==> src/rtl/program_loader_pkg.sv <==
// Shared definitions for the UART program loader: state encodings, the
// frame sync byte and the default UART bit period.
package program_loader_pkg;

    localparam logic [7:0] SYNC_BYTE            = 8'hA5;
    localparam int         DEFAULT_CLKS_PER_BIT = 434;

    typedef enum logic [2:0] {
        IDLE,
        LEN_HI,
        LEN_LO,
        DATA_HI,
        DATA_LO,
        CHECK,
        DONE,
        ERROR
    } loader_state_e;

    typedef enum logic [1:0] {
        RX_IDLE,
        RX_START,
        RX_DATA,
        RX_STOP
    } rx_state_e;

endpackage

==> src/rtl/program_loader_uart_rx.sv <==
// 8N1 UART receiver: two-flop synchronizer, mid-bit sampling, one-cycle
// byte_valid / frame_error strobes.
module uart_rx
    import program_loader_pkg::*;
#(
    parameter int CLKS_PER_BIT = DEFAULT_CLKS_PER_BIT
) (
    input  logic       clock,
    input  logic       reset,
    input  logic       rx,
    output logic [7:0] byte_data,
    output logic       byte_valid,
    output logic       frame_error
);

    localparam int              CNT_W     = $clog2(CLKS_PER_BIT + 1);
    localparam logic [CNT_W-1:0] BIT_LAST  = CNT_W'(CLKS_PER_BIT - 1);
    localparam logic [CNT_W-1:0] HALF_LAST = CNT_W'(CLKS_PER_BIT / 2 - 1);

    logic             sync1_q, sync2_q, prev_q;
    rx_state_e        state_q, state_d;
    logic [CNT_W-1:0] cnt_q, cnt_d;
    logic [2:0]       bit_q, bit_d;
    logic [7:0]       shift_q, shift_d;
    logic             valid_q, valid_d;
    logic             ferr_q, ferr_d;

    always_ff @(posedge clock or negedge reset) begin
        if (!reset) begin
            sync1_q <= 1'b1;
            sync2_q <= 1'b1;
            prev_q  <= 1'b1;
            state_q <= RX_IDLE;
            cnt_q   <= '0;
            bit_q   <= '0;
            shift_q <= '0;
            valid_q <= 1'b0;
            ferr_q  <= 1'b0;
        end else begin
            sync1_q <= rx;
            sync2_q <= sync1_q;
            prev_q  <= sync2_q;
            state_q <= state_d;
            cnt_q   <= cnt_d;
            bit_q   <= bit_d;
            shift_q <= shift_d;
            valid_q <= valid_d;
            ferr_q  <= ferr_d;
        end
    end

    always_comb begin
        state_d = state_q;
        cnt_d   = cnt_q + 1'b1;
        bit_d   = bit_q;
        shift_d = shift_q;
        valid_d = 1'b0;
        ferr_d  = 1'b0;
        case (state_q)
            RX_IDLE: begin
                cnt_d = '0;
                if (prev_q && !sync2_q) begin
                    state_d = RX_START;
                end
            end
            RX_START: begin
                // A start bit that is high again at mid-bit was only a glitch.
                if (cnt_q == HALF_LAST) begin
                    cnt_d   = '0;
                    bit_d   = '0;
                    state_d = sync2_q ? RX_IDLE : RX_DATA;
                end
            end
            RX_DATA: begin
                if (cnt_q == BIT_LAST) begin
                    cnt_d   = '0;
                    shift_d = {sync2_q, shift_q[7:1]};
                    bit_d   = bit_q + 3'd1;
                    if (bit_q == 3'd7) begin
                        state_d = RX_STOP;
                    end
                end
            end
            RX_STOP: begin
                if (cnt_q == BIT_LAST) begin
                    cnt_d   = '0;
                    state_d = RX_IDLE;
                    valid_d = sync2_q;
                    ferr_d  = !sync2_q;
                end
            end
            default: state_d = RX_IDLE;
        endcase
    end

    assign byte_data   = shift_q;
    assign byte_valid  = valid_q;
    assign frame_error = ferr_q;

endmodule

==> src/rtl/program_loader.sv <==
// Receives a checksummed program image over UART and writes it word by word
// into instruction memory while holding the CPU in reset.
module program_loader
    import program_loader_pkg::*;
#(
    parameter int CLKS_PER_BIT = DEFAULT_CLKS_PER_BIT,
    parameter int TIMEOUT_BITS = 64
) (
    input  logic        clock,
    input  logic        reset,
    input  logic        rx,
    output logic [15:0] im_address,
    output logic [15:0] im_data,
    output logic        im_wren,
    output logic        cpu_hold,
    output logic        done,
    output logic        error,
    output logic [15:0] word_count
);

    localparam int               TIMEOUT_CLKS = TIMEOUT_BITS * CLKS_PER_BIT;
    localparam int               TMO_W        = $clog2(TIMEOUT_CLKS + 1);
    localparam logic [TMO_W-1:0] TMO_LIMIT    = TMO_W'(TIMEOUT_CLKS);

    logic [7:0] byte_data;
    logic       byte_valid;
    logic       frame_error;

    uart_rx #(.CLKS_PER_BIT(CLKS_PER_BIT)) u_uart_rx (
        .clock       (clock),
        .reset       (reset),
        .rx          (rx),
        .byte_data   (byte_data),
        .byte_valid  (byte_valid),
        .frame_error (frame_error)
    );

    loader_state_e    state_q, state_d;
    logic [15:0]      len_q, len_d;
    logic [7:0]       hi_q, hi_d;
    logic [7:0]       csum_q, csum_d;
    logic [15:0]      word_count_q, word_count_d;
    logic             im_wren_q, im_wren_d;
    logic [15:0]      im_address_q, im_address_d;
    logic [15:0]      im_data_q, im_data_d;
    logic [TMO_W-1:0] tmo_q, tmo_d;
    logic             in_frame;
    logic             timed_out;
    logic [15:0]      next_count;

    always_ff @(posedge clock or negedge reset) begin
        if (!reset) begin
            state_q      <= IDLE;
            len_q        <= '0;
            hi_q         <= '0;
            csum_q       <= '0;
            word_count_q <= '0;
            im_wren_q    <= 1'b0;
            im_address_q <= '0;
            im_data_q    <= '0;
            tmo_q        <= '0;
        end else begin
            state_q      <= state_d;
            len_q        <= len_d;
            hi_q         <= hi_d;
            csum_q       <= csum_d;
            word_count_q <= word_count_d;
            im_wren_q    <= im_wren_d;
            im_address_q <= im_address_d;
            im_data_q    <= im_data_d;
            tmo_q        <= tmo_d;
        end
    end

    assign in_frame   = state_q inside {LEN_HI, LEN_LO, DATA_HI, DATA_LO, CHECK};
    assign timed_out  = in_frame && (tmo_q == TMO_LIMIT);
    assign next_count = word_count_q + 16'd1;

    always_comb begin
        state_d      = state_q;
        len_d        = len_q;
        hi_d         = hi_q;
        csum_d       = csum_q;
        word_count_d = word_count_q;
        im_wren_d    = 1'b0;
        im_address_d = im_address_q;
        im_data_d    = im_data_q;
        tmo_d        = tmo_q;

        // The address counter advances the cycle after its write strobe.
        if (im_wren_q) begin
            word_count_d = next_count;
        end

        if (!in_frame || byte_valid) begin
            tmo_d = '0;
        end else if (!timed_out) begin
            tmo_d = tmo_q + 1'b1;
        end

        if (!in_frame) begin
            if (byte_valid && byte_data == SYNC_BYTE) begin
                state_d      = LEN_HI;
                word_count_d = '0;
                csum_d       = '0;
            end
        end else if (frame_error || timed_out) begin
            state_d = ERROR;
        end else if (byte_valid) begin
            csum_d = csum_q ^ byte_data;
            case (state_q)
                LEN_HI: begin
                    len_d[15:8] = byte_data;
                    state_d     = LEN_LO;
                end
                LEN_LO: begin
                    len_d[7:0] = byte_data;
                    state_d    = ({len_q[15:8], byte_data} == 16'd0) ? CHECK : DATA_HI;
                end
                DATA_HI: begin
                    hi_d    = byte_data;
                    state_d = DATA_LO;
                end
                DATA_LO: begin
                    im_wren_d    = 1'b1;
                    im_address_d = word_count_q;
                    im_data_d    = {hi_q, byte_data};
                    state_d      = (next_count == len_q) ? CHECK : DATA_HI;
                end
                CHECK: begin
                    csum_d  = csum_q;
                    state_d = (byte_data == csum_q) ? DONE : ERROR;
                end
                default: state_d = ERROR;
            endcase
        end
    end

    assign im_wren    = im_wren_q;
    assign im_address = im_address_q;
    assign im_data    = im_data_q;
    assign word_count = word_count_q;
    assign cpu_hold   = in_frame;
    assign done       = (state_q == DONE);
    assign error      = (state_q == ERROR);

endmodule

==> config.mk <==
export PLATFORM = sky130hd
export DESIGN_NAME = program_loader
export DESIGN_NICKNAME = d
export VERILOG_FILES = /design/src/rtl/program_loader_pkg.sv /design/src/rtl/program_loader_uart_rx.sv /design/src/rtl/program_loader.sv
export SDC_FILE = /design/constraint.sdc
export NUM_CORES = 1
export LEC_CHECK = 0
export ABC_AREA = 1
export CAP_MARGIN = 20
export CORE_UTILIZATION = 58
export DETAILED_ROUTE_END_ITERATION = 10
export PLACE_DENSITY = 0.8
export SYNTH_ARGS = -nofsm -noshare
export SYNTH_HDL_FRONTEND = slang
export SYNTH_HIERARCHICAL = 1
export SYNTH_SLANG_ARGS = --single-unit
==> constraint.sdc <==
create_clock -name clock -period 2.2 [get_ports clock]
set_input_delay 0.44 -clock clock [delete_from_list [all_inputs] [get_ports clock]]
set_output_delay 0.44 -clock clock [all_outputs]
set_load 0.01 [all_outputs]
# Word level (Yosys, flattened, before mapping)
# Cells that the tools add are included.
classes:
  bitwise_logic: 2
  reduce_logical: 22
  n_eq_ne: 27
  add_sub_neg: 4
  mux: 39
op_table:
  columns: ["op", "count"]
  rows:
  - ["2-to-1 mux 16 bit", 3]
  - ["2-to-1 mux 8 bit", 5]
  - ["2-to-1 mux 15 bit", 2]
  - ["one-hot mux 9 bit (3 select lines)", 1]
  - ["2-to-1 mux 3 bit", 8]
  - ["AND reduction 4 bit", 5]
  - ["2-to-1 mux 9 bit", 2]
  - ["adder 16 x 1 -> 16 bit (second input constant)", 1]
  - ["equality test 16 bit", 1]
  - ["zero test 16 bit", 1]
  - ["adder 15 x 1 -> 15 bit (second input constant)", 1]
  - ["equality test 15 bit (second input constant)", 1]
  - ["equality test 3 bit (second input constant)", 5]
  - ["one-hot mux 3 bit (5 select lines)", 1]
  - ["inequality test 2 x 1 -> 1 bit (second input constant)", 7]
  - ["2-to-1 mux 2 bit", 6]
  - ["adder 9 x 1 -> 9 bit (second input constant)", 1]
  - ["equality test 9 x 8 -> 1 bit (second input constant)", 1]
  - ["equality test 9 bit (second input constant)", 1]
  - ["2-to-1 mux 1 bit", 9]
  - ["equality test 8 bit", 1]
  - ["equality test 8 bit (second input constant)", 1]
  - ["one-hot mux 2 bit (4 select lines)", 1]
  - ["bitwise XOR 8 bit", 1]
  - ["other kinds (19)", 28]
word_totals:
  regBits: 126
  output_inout_bits: 52
  input_bits: 3

# Longest topological paths before layout
# Gate-level depths: netlist of run 1.
logic_depth:
  depth_word: 7
  ltp_mapped: 15
  ltp_nobuf: 15

# By module
# The synthesis of run 1 kept the hierarchy.
by_module_without_submodules:
  columns: ["mod", "cells_each", "instances", "area_each_um2", "seq_area_each_um2"]
  rows:
  - ["program_loader", 659, 1, 5170.0, 2477.4]
  - ["uart_rx", 143, 1, 1273.7, 679.4]

# Worst setup path after synthesis of run 1
# No wires, ideal clock.
synth_path:
  path_type: "register to register"
  startpoint: "register word_count_q[0], in the netlist word_count[0]"
  endpoint: "register state_q[1] (netlist name)"
  arrival_ns: 1.710
  t_required_ns: 2.083
  slack_ns: 0.374
  path_buffers: 0
  path_stages_with_launch: 15
  path_cell_list: "dfrtp_1 > ha_1 > nand3_1 > nor2_1 > nand3_1 > nand2_1 > nand3_1 > nand2_1 > nand2_1 > nor2_1 > nand3_1 > nand2_1 > nand2_1 > nand2_1 > nand2_1"
synth_lines:
  columns: ["item", "line", "rtl"]
  rows:
  - ["start, declared", "program_loader.sv:42", "logic [15:0] word_count_q, word_count_d;"]
  - ["start signal, assigned", "program_loader.sv:67", "word_count_q <= word_count_d;"]

==> impl_metrics.toml, run 1 <==
[clocking]
tritoncts = "done"
clock_latency_ns = 0.53
numCtsBuffers = 17
htreeDepth = 4
clk_path_buf_depth = 2
cts_sinks = 126
clockRootBuffer = "clkbuf_8"
clk_pin_slew_ns = 0.06

[layout]
multiInputGateArea_um2 = 2830
area_delta_synth_final_pct = 21.6
fill_cells = 867
layout.cells.non_filler = 1030
n_antenna_cell = 0
finalNetCount = 889
regArea_um2 = 3160
drive_gt1_frac = 0.126

[hold_path]
hp-class = "input port to register"

[sta]
hold_ws_ns = 0.321
tightest_slew_ns = 0.419
tns_ns = 0
setup_violations = 0
maxSlewHeadroom = 0.718
fmax_ghz = 0.472
drv_slew = 0
final.setup.worst_slack_ns = 0.0795
final_min_period_over_clock_period = 0.964
layout_min_cycle_time_ns = 2.12
finalClockSkew_ns = 0.00535
report.final.hold_viol_count = 0

[drt]
routedWlPerCell_um = 15.4
viasPerCell = 5.57
drc = 0
drtIter0Drc = 362
drtAntennaViolNets = 0
wl_um = 15800
dr.pass1.iters = 5
vias = 5734

[logic_synthesis]
syn_area_um2 = 6440
synthTopCellsByCount = "nand2_1, dfrtp_1, inv_1"
ys_warn_count = 6
synth.ff_latch_count = 126
synth_most_common_cell = "nand2_1"
synthArstFlopShare = 1.00
syn_inst = 802
netlist_top_cells_area = "dfrtp_1, nand2_1, inv_1"
synth_top_area_cell = "dfrtp_1"
synth_edf_count = 0
ys.flop_type = "dfrtp_1"
avgSynthCellArea_um2 = 8.03
yosysSeqAreaShare = 0.490
ys_types = 41
synth_top_area_frac = 0.478
syn_nets = 813

[flow_run]
drv_cap = 0

[setup_path]
startpoint_type = "register"
cp.required_ns = 1.76
rrSetupSlack_ns = 0.12
r2r-start = "state_q[2]$_DFFE_PN0P_"
critPathCapture = "cpu_hold"
r2r_end = "im_data[15]$_DFFE_PN0P_"
reg2reg_depth = 13
critPathMaxFanout = 7
cp.arrival_ns = 1.68
crit_type = "register to output port"
endpoint_kind = "output port"
startpoint = "state_q[2]$_DFFE_PN0P_"

[global_routing]
grt_pass1_wl_um = 26000
met3_usage = 0.0630
grt_usage = 0.294
grt_use_met2 = 0.500
top_usage_layer = "met2"
antenna_found_initial = 0
grt.overflow.total = 0
grt_pass1_vias = 5535
grt_max_degree = 46
met1_usage = 0.350

[outcome]
outcome = "finished, final reports clean"

[power_and_ir_drop]
seqPwrFrac = 0.449
total_power_mw = 5.42
p_leak_nw = 3.69
combPwrFrac = 0.060
p_int_mw = 4.17
switching_share = 0.231
power.net_switching_mw = 1.25
pwr-share-clk = 0.491
max-vdd-ir-drop_v = 0.000595
power_density_nw_per_um2 = 692

[floorplanning]
dieHeight_um = 107
die_area_um2 = 11500
core-area_um2 = 10800
pin_count = 55
fp-row-count = 38
start_util = 0.594
die_w_um = 107

[placement]
dp.final_hpwl_um = 11300
io_buffers = 54
dp.cells = 992
globalplace.congestion = 0.933
dp_slack_ns = -0.100
-- power by group through the flow --
| stage | combinational [mW] | clock [mW] | sequential (mW) |
|---|---|---|---|
| after floorplan | 0.219 | 0 | 2.46 |
| after global routing | 0.362 | 2.82 | 2.44 |
| after CTS | 0.328 | 2.69 | 2.43 |
| after detailed placement | 0.321 | 0 | 2.47 |
| final | 0.326 | 2.66 | 2.43 |
| after global placement | 0.313 | 0 | 2.47 |
-- layer usage --
layer / share of wire / up-vias
met5: 0 / -
met4: 0.038 / 0
met3: 0.046 / 56
met2: 0.50 / 169
met1: 0.41 / 2750
li1: - / 2759
-- worst min-delay path by stage --
stage	start	endpoint	slack [ns]	cells after the start
final	rx	u_uart_rx/sync1_q$_DFF_PN1_	0.32	1
after global routing	rx	u_uart_rx/sync1_q$_DFF_PN1_	0.31	1
after detailed placement	u_uart_rx/sync1_q$_DFF_PN1_	u_uart_rx/sync2_q$_DFF_PN1_	0.35	0
after global placement	u_uart_rx/sync1_q$_DFF_PN1_	u_uart_rx/sync2_q$_DFF_PN1_	0.35	0
after floorplan	reset	csum_q[0]$_DFFE_PN0P_	0.14	0
after CTS	rx	u_uart_rx/sync1_q$_DFF_PN1_	0.31	1
-- area by class of cell --
type,instances,share of cell area
tap,140,0.0224
inverter,97,0.0486
clock inverter,5,0.00671
multi-input combinational,563,0.361
clock buffer,26,0.0661
sequential,126,0.404
timing repair buffer,73,0.0911
-- flip-flops by register name, indices dropped and copies added, names as in the netlist, 3 cells and up, named ones only --
name and count:
im_address 16, im_data 16, word_count 16, state_q 3
csum_q 8, tmo_q 15, hi_q 8, len_q 16
u_uart_rx/cnt_q 9, u_uart_rx/bit_q 3, u_uart_rx/byte_data 8
-- worst max-delay path, cell delays in order (launching register included) --
cell,delay (ns)
dfrtp_2,0.44
bufinv_8,0.23
nor2_2,0.05
nor2_2,0.15
nand2_4,0.12
buf_2,0.17
-- metrics by stage --
step,instance area [um^2],util
6_report,7830,0.723
3_5_place_dp,7150,0.660
2_1_floorplan,6440,-
4_1_cts,7740,0.714
5_1_grt,7830,0.723
3_3_place_gp,7150,0.660
-- cell families (layout without fill, tap and decap cells) --
logic type	Yosys count	in the layout	synth area share
AO/OA/AOI/OAI	117	117	0.0994
XOR/XNOR	15	15	0.0204
adder cells (fa/ha/maj)	8	8	0.0155
buffers and inverters	113	201	0.0796
flip-flops	126	126	0.490
AND/OR/NAND/NOR	423	423	0.295
-- placed cells by master (no fill, tap or decap), types with 9 or more instances in the layout --
master / synthesis / routed
nand2_1: 243 / 242
xor2_1: 9 / 9
a21oi_1: 25 / 25
o21ai_0: 35 / 34
nand3_1: 53 / 52
inv_1: 88 / 87
nor3_1: 11 / 10
nand4_1: 15 / 15
buf_4: 0 / 16
dfrtp_1: 123 / 118
clkbuf_16: 0 / 16
o21ai_1: 37 / 38
clkdlybuf4s50_1: 0 / 50
nor2_1: 59 / 53
-- timing repair --
item / 4_1_cts / 5_1_grt
endpoints found under the hold margin: 19 / 0
resized for setup: 7 / 21
hold buffers: 1 / 0
endpoints found under the setup margin: 5 / 40
pin swaps: 0 / 4
buffers inserted: 0 / 6
Note: power is estimated with default switching activity, not from simulation.
==> run 2: changes to the inputs <==
--- a/config.mk
+++ b/config.mk
@@ -11,4 +11,5 @@
 export DETAILED_ROUTE_END_ITERATION = 10
 export PLACE_DENSITY = 0.8
+export SLEW_MARGIN = 10
 export SYNTH_ARGS = -nofsm -noshare
 export SYNTH_HDL_FRONTEND = slang
==> constraint.sdc (replaced) <==
create_clock -name clock -period 2.2 [get_ports clock]
set_input_delay 0.33 -clock clock [delete_from_list [all_inputs] [get_ports clock]]
set_output_delay 0.33 -clock clock [all_outputs]
set_load 0.01 [all_outputs]
==> run 2 against run 1 <==
Clock-buffer cell count stayed put. First-iteration DRC count is 5.2% higher. Clock power is 6% higher. Die area stayed put. Clock skew is 0.0012 ns higher. Power is 2.9% higher. Critical path type unchanged.
==> impl_metrics.toml, run 2 (same netlist as run 1, synthesis figures left out) <==
[layout]
area_delta_synth_final_pct = 23.1
finalNetCount = 895
final_common_cell = "nand2_1"
n_antenna_cell = 0
mostFrequentLayoutCells = "nand2_1, dfrtp_1, inv_1"
final_core_util = 0.732
drive_gt1_frac = 0.132
final_cell_area_um2 = 7930
layout.cells.non_filler = 1037

[drt]
drc = 0
vias = 5669
drtAntennaViolNets = 0
routedWlPerCell_um = 15.0
dr.pass1.iters = 7
drtIter0Drc = 381
viasPerCell = 5.47
wl_um = 15500

[floorplanning]
pin_count = 55
start_util = 0.594
die_w_um = 107
fp-row-count = 38
dieHeight_um = 107
core-area_um2 = 10800
die_area_um2 = 11500

[clocking]
cts_sinks = 126
clock_latency_ns = 0.53
htreeDepth = 4
clk_pin_slew_ns = 0.06
numCtsBuffers = 17
clk_path_buf_depth = 2
clockRootBuffer = "clkbuf_8"
tritoncts = "done"

[setup_path]
endpoint_kind = "output port"
reg2reg_depth = 15
startpoint_type = "register"
cp.required_ns = 1.87
crit_type = "register to output port"
critPathMaxFanout = 6
r2r-start = "word_count[6]$_DFF_PN0_"
rrSetupSlack_ns = 0.13
cp.arrival_ns = 1.80
r2r_end = "state_q[1]$_DFFE_PN0P_"

[power_and_ir_drop]
p_leak_nw = 3.73
pwr-share-clk = 0.506
seqPwrFrac = 0.436
max-vdd-ir-drop_v = 0.000786
p_int_mw = 4.31
power_density_nw_per_um2 = 703
switching_share = 0.227
combPwrFrac = 0.057
power.net_switching_mw = 1.27

[placement]
placed_area_um2 = 7140
io_buffers = 54
dp.final_hpwl_um = 10700
dp.cells = 992
globalplace.congestion = 0.926

[global_routing]
grt.overflow.total = 0
grt_max_degree = 127
grt_usage = 0.290
antenna_found_initial = 0
grt_pass1_vias = 5489
grt_pass1_wl_um = 25800

[sta]
drv_slew = 0
finalClockSkew_ns = 0.00658
final_min_period_over_clock_period = 0.968
tightest_slew_ns = 0.698
layout_min_cycle_time_ns = 2.13
maxSlewHeadroom = 0.535
tns_ns = 0
setup_violations = 0
fmax_ghz = 0.470
report.final.hold_viol_count = 0

[hold_path]
min_to = "u_uart_rx/sync1_q$_DFF_PN1_"
holdPathStages = 1
worstHoldStart = "rx"
hp-class = "input port to register"

[outcome]
outcome = "finished, final reports clean"

[flow_run]
drv_cap = 0
run 2: area by class of cell:
cell class / count / area [um^2]
Fill cell: 811 / 2910
Sequential cell: 126 / 3170
Clock inverter: 6 / 105
Multi-Input combinational cell: 563 / 2860
Timing Repair Buffer: 79 / 763
Inverter: 97 / 380
Tap cell: 140 / 175
Clock buffer: 26 / 488
run 2: through the flow:
| step | setup slack (ns) | total power [mW] | hold WS (ns) |
|---|---|---|---|
| 2_1_floorplan | 0.374 | 2.68 | 0.0344 |
| 3_3_place_gp | -0.0416 | 2.77 | 0.351 |
| 3_5_place_dp | -0.0956 | 2.79 | 0.351 |
| 4_1_cts | 0.0195 | 5.59 | 0.196 |
| 5_1_grt | -0.0290 | 5.76 | 0.201 |
| 6_report | 0.0708 | 5.57 | 0.206 |
run 2: worst max path at each step:
stage | start | to | slack, ns
5_1_grt | word_count[6]$_DFF_PN0_ | state_q[1]$_DFFE_PN0P_ | -0.03
6_report | state_q[2]$_DFFE_PN0P_ | cpu_hold | 0.07
2_1_floorplan | word_count[0]$_DFF_PN0_ | state_q[1]$_DFFE_PN0P_ | 0.37
3_3_place_gp | word_count[0]$_DFF_PN0_ | state_q[1]$_DFFE_PN0P_ | -0.04
4_1_cts | word_count[3]$_DFF_PN0_ | state_q[1]$_DFFE_PN0P_ | 0.02
3_5_place_dp | word_count[0]$_DFF_PN0_ | state_q[1]$_DFFE_PN0P_ | -0.1
run 2: critical path: stages, from the launching register on:
cell             delay, ns
dfrtp_1               0.38
bufinv_8              0.22
nor2_2                0.05
nor2_2                0.15
nand2_4               0.08
buf_4                 0.16
clkdlybuf4s15_1       0.23
run 2: repair_timing:
| item | 4_1_cts | 5_1_grt |
|---|---|---|
| setup endpoints to repair | 5 | 12 |
| pin swaps | 1 | 3 |
| cloned | 0 | 0 |
| hold endpoints to repair | 123 | 0 |
| setup buffers | 4 | 8 |
| gates resized for setup | 10 | 22 |
| hold buffers | 1 | 0 |
run 2: metal layers:
| layer | GRT usage | share of wire | vias up |
|---|---|---|---|
| li1 | - | - | 2764 |
| met1 | 0.360 | 0.43 | 2694 |
| met2 | 0.488 | 0.49 | 173 |
| met3 | 0.0581 | 0.046 | 38 |
| met4 | 0.131 | 0.029 | 0 |
| met5 | 0 | 0 | - |
run 2: power by group through the flow:
stage | registers (mW) | clock network (mW) | logic [mW]
6_report | 2.43 | 2.82 | 0.319
5_1_grt | 2.44 | 2.96 | 0.365
4_1_cts | 2.43 | 2.84 | 0.322
3_5_place_dp | 2.47 | 0 | 0.318
3_3_place_gp | 2.47 | 0 | 0.304
2_1_floorplan | 2.46 | 0 | 0.219
==> run 3: changes to the inputs <==
Settings changed: ABC_CLOCK_PERIOD_IN_PS set to 2200, CORE_ASPECT_RATIO set to 0.6.
==> run 3 against run 2 <==
Non-clock buffer count shrank 6. Critical path depth grew 7. Largest cell class unchanged. Fmax grew 1.5%. Combinational power grew 4%.
==> impl_metrics.toml, run 3 (same netlist as run 1, synthesis figures left out) <==
[global_routing]
grt_max_degree = 49
grt_pass1_wl_um = 27800
grt_pass1_vias = 5441
grt_usage = 0.309
grt.overflow.total = 0
antenna_found_initial = 0

[outcome]
outcome = "finished, final reports clean"

[floorplanning]
fp-row-count = 29
die_w_um = 138
pin_count = 55
dieHeight_um = 83.6
die_area_um2 = 11500
start_util = 0.604
core-area_um2 = 10700

[sta]
drv_slew = 0
finalClockSkew_ns = 0.00618
setup_violations = 0
tns_ns = 0
final_min_period_over_clock_period = 0.953
final.setup.worst_slack_ns = 0.102
layout_min_cycle_time_ns = 2.10
tightest_slew_ns = 0.626
maxSlewHeadroom = 0.583
grt_setup_unrepaired = "true"
fmax_ghz = 0.477
report.final.hold_viol_count = 0

[placement]
globalplace.congestion = 0.964
dp_slack_ns = -0.161
dp.final_hpwl_um = 12000
io_buffers = 54
placed_area_um2 = 7180

[layout]
finalNetCount = 889
final_cell_area_um2 = 7900
n_antenna_cell = 0
mostFrequentLayoutCells = "nand2_1, dfrtp_1, inv_1"
drive_gt1_frac = 0.126
area_delta_synth_final_pct = 22.6
final_core_util = 0.741
fill_cells = 787
final_common_cell = "nand2_1"

[setup_path]
cp.arrival_ns = 2.45
crit_path_cell_trace = "ha_1, nand3_2, nor2_4, nand4_1, nand3_1, nand2_1, nor2_1, nand2_1, nor2_1, nand3_1, nand2_1, nand2_1, nand2_1"
r2r_end = "state_q[2]$_DFFE_PN0P_"
crit_type = "register to register"
rrSetupSlack_ns = 0.10
max_stage_delay_ns = 0.43
r2r-start = "word_count[0]$_DFF_PN0_"
endpoint_kind = "register"
crit_slowest_cell = "dfrtp_2"
cp.required_ns = 2.55
reg2reg_depth = 13
cpMostUsedCell = "nand2_1"
worst-path-buf-inv = 0
crit_family = "simple AND/OR/NAND/NOR gates"
startpoint_type = "register"
critPathMaxFanout = 6

[power_and_ir_drop]
p_leak_nw = 3.73
max-vdd-ir-drop_v = 0.000668
power_density_nw_per_um2 = 717

[drt]
drc = 0
vias = 5848
viasPerCell = 5.68
routedWlPerCell_um = 16.4
dr.pass1.iters = 5
wl_um = 16900
drtIter0Drc = 588
drtAntennaViolNets = 0

[clocking]
clockRootBuffer = "clkbuf_16"
tritoncts = "done"
clk_pin_slew_ns = 0.06
htreeDepth = 4
clock_latency_ns = 0.41
clk_path_buf_depth = 2
cts_sinks = 126
numCtsBuffers = 17

[hold_path]
worstHoldStart = "rx"
min_to = "u_uart_rx/sync1_q$_DFF_PN1_"
hp-class = "input port to register"
holdPathStages = 1

[flow_run]
drv_cap = 0
## run 3: cell types whose count changed in the layout (fill, tap and decap cells not counted), moves of 3 or more
cell      change
buf_4         -8
clkbuf_1      -5
clkbuf_8      -5
clkinv_4      +3
inv_6         +5
nor2_1        +4
nor2_2        -4
## run 3: what timing repair did
item	in CTS	in global routing
hold endpoints to repair	46	0
resized for setup	5	20
hold buffers	1	0
pin swaps	1	1
endpoints found under the setup margin	4	33
setup buffers	1	3
## run 3: worst max path at each step
stage,slack (ns),cells after the start,end,startpoint
after floorplan,0.37,14,state_q[1]$_DFFE_PN0P_,word_count[0]$_DFF_PN0_
after global placement,-0.08,13,state_q[1]$_DFFE_PN0P_,word_count[0]$_DFF_PN0_
after detailed placement,-0.16,13,state_q[1]$_DFFE_PN0P_,word_count[0]$_DFF_PN0_
after CTS,0.008,3,done,state_q[2]$_DFFE_PN0P_
after global routing,-0.03,15,state_q[1]$_DFFE_PN0P_,word_count[4]$_DFF_PN0_
final,0.10,13,state_q[2]$_DFFE_PN0P_,word_count[0]$_DFF_PN0_
## run 3: area by class of cell
type	instances	area (um^2)	share of cell area
Tap cell	139	174	0.0220
Inverter	97	383	0.0485
Timing Repair Buffer	73	747	0.0946
Clock buffer	17	425	0.0538
Clock inverter	15	185	0.0234
Multi-Input combinational cell	563	2820	0.357
Sequential cell	126	3160	0.401
## run 3: per-stage QoR
stage          hold slack (ns)  power [mW]  instances
3_5_place_dp             0.350        2.79        993
3_3_place_gp             0.349        2.77        993
6_report                 0.322        5.67       1030
4_1_cts                  0.312        5.69       1027
2_1_floorplan           0.0344        2.68        802
5_1_grt                  0.318        5.87       1030
## run 3: per-layer routing
metal,global-route usage,up-vias,routed length [um]
met2,0.435,271,7150
met5,0,-,0
met3,0.0935,23,1680
met4,0.0829,0,202
li1,-,2763,-
met1,0.462,2791,7870
## run 3: power by group
group / internal, mW / switching, mW / total (mW)
registers: 2.37 / 0.0664 / 2.43
clock network: 1.80 / 1.10 / 2.90
logic: 0.101 / 0.231 / 0.332
total: 4.27 / 1.40 / 5.67
## run 3: worst reg2reg max path, cell delays in order, from the launching register on
cell	delay, ns
dfrtp_2	0.43
ha_1	0.23
nand3_2	0.18
nor2_4	0.22
nand4_1	0.19
nand3_1	0.15
nand2_1	0.05
nor2_1	0.11
nand2_1	0.06
nor2_1	0.13
nand3_1	0.09
nand2_1	0.07
nand2_1	0.06
nand2_1	0.06
